--- src/rtl/key_length_entry.sv ---
// key_length_entry: keypad length-entry controller.
// Builds a multi-digit decimal wire length from successive key strobes,
// range-checks it on ENT and holds the committed length for the stepper
// pulse generator. Command keys produce one-cycle pulses or toggle the
// LOCKED state. Every output is a register; responses appear one clock
// after the key_valid cycle.

module key_length_entry #(
    parameter int unsigned DIGITS  = 4,
    parameter int unsigned WIDTH   = 32,
    parameter int unsigned MIN_LEN = 1,
    parameter int unsigned MAX_LEN = 9999
) (
    input  logic                         clk,
    input  logic                         reset,
    input  logic                         key_valid,
    input  logic [3:0]                   num,
    output logic [WIDTH-1:0]             entry,
    output logic [$clog2(DIGITS+1)-1:0]  digit_count,
    output logic [WIDTH-1:0]             length,
    output logic                         length_valid,
    output logic                         commit,
    output logic                         go,
    output logic                         stop,
    output logic                         locked,
    output logic                         err
);

    localparam int unsigned CW = $clog2(DIGITS + 1);

    // Digit-count and range limits at the datapath widths, so every
    // comparison below is width-matched.
    localparam logic [CW-1:0]    DIGITS_C = CW'(DIGITS);
    localparam logic [CW-1:0]    ONE_C    = CW'(1);
    localparam logic [WIDTH-1:0] MIN_W    = WIDTH'(MIN_LEN);
    localparam logic [WIDTH-1:0] MAX_W    = WIDTH'(MAX_LEN);

    // Key codes above the digit range.
    localparam logic [3:0] KEY_STOP = 4'd10;
    localparam logic [3:0] KEY_GO   = 4'd11;
    localparam logic [3:0] KEY_LOCK = 4'd12;
    localparam logic [3:0] KEY_ENT  = 4'd13;
    localparam logic [3:0] KEY_ESC  = 4'd14;
    localparam logic [3:0] KEY_PWR  = 4'd15;

    // IDLE and ENTRY differ only in whether digits are pending; LOCKED
    // freezes the entry and blocks run requests.
    typedef enum logic [1:0] {
        ST_IDLE   = 2'd0,
        ST_ENTRY  = 2'd1,
        ST_LOCKED = 2'd2
    } state_e;

    state_e              state_q;
    logic [WIDTH-1:0]    entry_q;
    logic [CW-1:0]       digit_count_q;
    logic [WIDTH-1:0]    length_q;
    logic                length_valid_q;
    logic                commit_q;
    logic                go_q;
    logic                stop_q;
    logic                locked_q;
    logic                err_q;

    // Next-value helpers derived from the current registers and key.
    logic [WIDTH-1:0]    entry_append_d;
    logic [CW-1:0]       digit_count_inc_d;
    logic                is_digit_d;
    logic                digits_full_d;
    logic                entry_in_range_d;
    logic                entry_present_d;

    // Arithmetic and qualifiers for the digit and ENT keys.
    always_comb begin
        // NOTE: every always_comb output gets a default first so no path
        // leaves it unassigned, which would infer a latch.
        entry_append_d    = '0;
        digit_count_inc_d = '0;
        is_digit_d        = 1'b0;
        digits_full_d     = 1'b0;
        entry_in_range_d  = 1'b0;
        entry_present_d   = 1'b0;

        // entry*10 + d as shift-and-add, truncated to WIDTH.
        entry_append_d    = (entry_q << 3) + (entry_q << 1)
                          + {{(WIDTH-4){1'b0}}, num};
        digit_count_inc_d = digit_count_q + ONE_C;
        is_digit_d        = (num <= 4'd9);
        digits_full_d     = (digit_count_q == DIGITS_C);
        entry_present_d   = (digit_count_q != '0);
        entry_in_range_d  = (entry_q >= MIN_W) && (entry_q <= MAX_W);
    end

    // Key-decoding FSM with registered datapath and pulse outputs.
    always_ff @(posedge clk) begin
        // NOTE: sequential state uses non-blocking assignments so every
        // register samples pre-edge values regardless of statement order.
        if (reset) begin
            state_q        <= ST_IDLE;
            entry_q        <= '0;
            digit_count_q  <= '0;
            length_q       <= '0;
            length_valid_q <= 1'b0;
            commit_q       <= 1'b0;
            go_q           <= 1'b0;
            stop_q         <= 1'b0;
            locked_q       <= 1'b0;
            err_q          <= 1'b0;
        end else begin
            // Pulses last exactly one cycle unless re-armed below.
            commit_q <= 1'b0;
            go_q     <= 1'b0;
            stop_q   <= 1'b0;
            err_q    <= 1'b0;

            if (key_valid) begin
                if (state_q == ST_LOCKED) begin
                    // Only STOP and LOCK act while locked; the rest are
                    // silently ignored.
                    case (num)
                        KEY_STOP: stop_q <= 1'b1;
                        KEY_LOCK: begin
                            locked_q <= 1'b0;
                            state_q  <= entry_present_d ? ST_ENTRY : ST_IDLE;
                        end
                        default: ;
                    endcase
                end else if (is_digit_d) begin
                    if (digits_full_d) begin
                        err_q <= 1'b1;
                    end else begin
                        entry_q       <= entry_append_d;
                        digit_count_q <= digit_count_inc_d;
                        state_q       <= ST_ENTRY;
                    end
                end else begin
                    case (num)
                        KEY_STOP: stop_q <= 1'b1;
                        KEY_GO: begin
                            if (length_valid_q) go_q  <= 1'b1;
                            else                err_q <= 1'b1;
                        end
                        KEY_LOCK: begin
                            // Entry and digit count survive the lock.
                            locked_q <= 1'b1;
                            state_q  <= ST_LOCKED;
                        end
                        KEY_ENT: begin
                            if (entry_present_d && entry_in_range_d) begin
                                length_q       <= entry_q;
                                length_valid_q <= 1'b1;
                                commit_q       <= 1'b1;
                            end else begin
                                err_q <= 1'b1;
                            end
                            entry_q       <= '0;
                            digit_count_q <= '0;
                            state_q       <= ST_IDLE;
                        end
                        KEY_ESC: begin
                            entry_q       <= '0;
                            digit_count_q <= '0;
                            state_q       <= ST_IDLE;
                        end
                        KEY_PWR: begin
                            entry_q        <= '0;
                            digit_count_q  <= '0;
                            length_q       <= '0;
                            length_valid_q <= 1'b0;
                            state_q        <= ST_IDLE;
                        end
                        default: ;
                    endcase
                end
            end
        end
    end

    assign entry        = entry_q;
    assign digit_count  = digit_count_q;
    assign length       = length_q;
    assign length_valid = length_valid_q;
    assign commit       = commit_q;
    assign go           = go_q;
    assign stop         = stop_q;
    assign locked       = locked_q;
    assign err          = err_q;

endmodule
--- config.mk ---
export PLATFORM = sky130hd
export DESIGN_NAME = key_length_entry
export DESIGN_NICKNAME = d
export VERILOG_FILES = /design/src/rtl/key_length_entry.sv
export SDC_FILE = /design/constraint.sdc
export NUM_CORES = 1
export LEC_CHECK = 0
export ABC_AREA = 1
export BUFFER_PORTS_ARGS = -buffer_cell sky130_fd_sc_hd__buf_2
export CAP_MARGIN = 25
export CORE_UTILIZATION = 50
export DETAILED_ROUTE_END_ITERATION = 6
export PLACE_DENSITY = 0.84
export SLEW_MARGIN = 10
export SYNTH_ARGS = -nofsm -noshare
export SYNTH_HDL_FRONTEND = slang
export SYNTH_SLANG_ARGS = --single-unit
--- constraint.sdc ---
create_clock -name clk -period 2.4 [get_ports clk]
set_input_delay 0.48 -clock clk [delete_from_list [all_inputs] [get_ports clk]]
set_output_delay 0.48 -clock clk [all_outputs]
set_load 0.03 [all_outputs]
==> results.json <==
{
  "outcome": "finished, violations left",
  "violations": "design-rule violations",
  "core-area_um2": 10500,
  "nets": 1026,
  "path_clk_slew_ns": 0.08,
  "clock_path_buffers": 2,
  "cts_buffers": 9,
  "placed_area_um2": 6090,
  "fin_area_um2": 6420,
  "reg2reg_depth": 10,
  "overflow": 0,
  "rsz0062_at_grt": "true",
  "ys_seq_elements": 75,
  "ys_seq_area_share_pct": 27.5,
  "cts_tree": "yes",
  "drv_slew": 0,
  "ys_warn_count": 0,
  "grt_usage_pct": 27.2,
  "ir_worst_vdd_mv": 0.368,
  "cts.sinks": 75,
  "io_pins": 80,
  "fin_crit_sh_pct": 94.3,
  "ant_nets": 0,
  "grt_pass1_wl_um": 24800,
  "tightestPinTransition_ns": 0.407,
  "maxCapViolCount": 0,
  "first_iter_violations": 456,
  "crit_start": "entry[7]$_SDFFE_PP0P_",
  "final.fill_count": 1003,
  "drc": 4,
  "die-area_um2": 11300,
  "skew_ns": 0.0166,
  "powerDensity_nw_per_um2": 405,
  "slew_headroom_pct": 72.8,
  "seq_area_um2": 1510,
  "start_kind": "register",
  "cp.required_ns": 2.63,
  "start_util_pct": 52.1,
  "detailed_place_hpwl_um": 11600,
  "cp-endpoint": "entry[15]$_SDFFE_PP0P_",
  "finalHoldViolations": 0,
  "routed_via_density": 5.25,
  "r2r-start": "entry[7]$_SDFFE_PP0P_",
  "dp_cells": 1081,
  "die_x_um": 106,
  "fin_cells": 1097,
  "port_buffers": 79,
  "reg2reg_slack_ns": 0.14,
  "leakage_nw": 3.65,
  "setup_violations": 0,
  "synth.avg_cell_area_um2": 6.35,
  "firstDrtPassIters": 7,
  "drive_above_1_share_pct": 17.5,
  "hold_path_class": "input port to register",
  "path_max_fanout": 5,
  "antenna_cells": 0,
  "netlist_area_um2": 5450,
  "htreeDepth": 3,
  "multiInputGateArea_um2": 3450,
  "reg2reg_to": "entry[15]$_SDFFE_PP0P_",
  "arrival_ns": 2.50,
  "totalWireLength_um": 15200,
  "grt_pass1_vias": 5429,
  "fmax_mhz": 442,
  "std_cell_rows": 37,
  "hold_slack_ns": 0.360,
  "dieHeight_um": 106,
  "grt_max_degree": 34,
  "cts-root-buf": "clkbuf_8",
  "min_period_ns": 2.26,
  "worstSetupPathType": "register to register",
  "syn_inst": 859,
  "antenna_found_initial": 0,
  "routedWlPerCell_um": 13.9,
  "synth_nets": 928,
  "fin_util_pct": 61.4,
  "num_vias": 5764,
  "cts_hold_buf": 0,
  "place.gp.congestion": 0.945,
  "crit_path_end_kind": "register",
  "areaGrowthSynthToFinish_pct": 17.7,
  "clock_latency_ns": 0.36,
  "synthDistinctLibCells": 32
}
-- final cells by class --
class / instances / share of cell area [%]
clock buffers: 12 / 2.57
multi-input cells: 638 / 53.7
flip-flops and latches: 75 / 23.6
repair buffers: 106 / 9.32
inverters: 127 / 7.46
clock inverters: 3 / 0.721
well taps: 136 / 2.65
-- worst min path at each step --
stage / start / endpoint / depth (start not counted)
after floorplan: state_q[0]$_SDFFE_PP0P_ / state_q[0]$_SDFFE_PP0P_ / 2
after global routing: num[0] / stop$_SDFF_PP0_ / 2
after global placement: length[31]$_SDFFE_PP0P_ / length[31]$_SDFFE_PP0P_ / 2
final: num[0] / stop$_SDFF_PP0_ / 2
after detailed placement: length[23]$_SDFFE_PP0P_ / length[23]$_SDFFE_PP0P_ / 2
after CTS: num[0] / stop$_SDFF_PP0_ / 2
-- logic make-up (layout without fill, tap and decap cells) --
family,count (synthesis),after routing,synth area share [%]
flops,75,75,27.5
buf+inv,146,248,11.1
compound gates,94,94,8.88
fa+ha+maj,62,62,14.5
simple gates,473,473,36.6
xor+xnor,9,9,1.45
-- per-stage QoR --
step	power, mW	TNS (ns)	setup WS, ns
after floorplan	1.48	0	0.0637
after global placement	1.55	-2.69	-0.183
after detailed placement	1.56	-3.80	-0.243
after CTS	2.59	0	0.0464
after global routing	2.69	-0.0185	-0.0136
final	2.60	0	0.137
-- what timing repair did --
item                       in CTS  in global routing
setup endpoints to repair       0                 22
resized for setup               0                 32
buffers inserted                0                  1
-- synthesized netlist by cell type (all sizes together) --
master / count / area (µm²)
a21o: 2 / 15.0
a21oi: 75 / 375
a31oi: 1 / 6.26
and2: 1 / 6.26
buf: 11 / 95.1
clkbuf: 8 / 30.0
dfxtp: 75 / 1500
fa: 2 / 40.0
ha: 60 / 751
inv: 127 / 479
nand2: 298 / 1130
nand3: 63 / 320
nand3b: 11 / 82.6
nand4: 6 / 52.6
nor2: 82 / 320
nor3: 8 / 40.0
nor4: 4 / 40.0
o21ai: 13 / 65.1
o21bai: 3 / 22.5
xnor2: 1 / 8.76
xor2: 8 / 70.1
-- cells in the final DEF (no fill, tap or decap), types with 2 or more instances in the layout --
cell type	synthesis	layout
buf_2	1	79
clkbuf_8	0	12
o21bai_1	3	3
nand3b_1	11	11
a21oi_1	75	70
nor4_1	3	3
o21ai_0	13	13
nand2_1	295	289
nand2_2	2	8
a21o_1	2	2
inv_1	124	124
nand4_1	5	5
dfxtp_1	75	66
inv_2	2	2
ha_1	60	59
nor2_2	2	7
nand3_2	1	9
a21oi_2	0	5
nor2_1	79	74
dfxtp_2	0	9
nand3_1	62	54
xor2_1	8	8
buf_4	6	27
nor3_1	8	8
-- state kept, by name (all words and copies together) (netlist names) --
register	cells
go	1
digit_count	3
commit	1
entry	32
length	32
stop	1
err	1
state_q	2
locked	1
length_valid	1
-- critical path, stage by stage, from the launching register on --
cell	delay (ns)
dfxtp_1	0.43
ha_1	0.27
ha_1	0.37
nand2_1	0.18
inv_1	0.05
nand2_1	0.06
nand2_1	0.07
a21oi_1	0.17
nand2_2	0.13
o21ai_0	0.30
a21oi_1	0.10
-- per-layer routing --
layer | share of wire [%] | up-vias | GRT usage (%)
met5 | 0 | - | 0
met4 | 3.8 | 0 | 12.7
met3 | 6.8 | 47 | 5.46
met2 | 47 | 239 | 46.2
met1 | 43 | 2569 | 33.0
li1 | - | 2909 | -
-- where the power goes --
group          leakage [nW]  switching, mW  total (mW)  internal, mW
Combinational          2.94          0.188       0.273        0.0855
Clock                 0.105          0.498        1.06         0.562
Sequential            0.610         0.0109        1.27          1.26
Note: power is estimated with default switching activity, not from simulation.
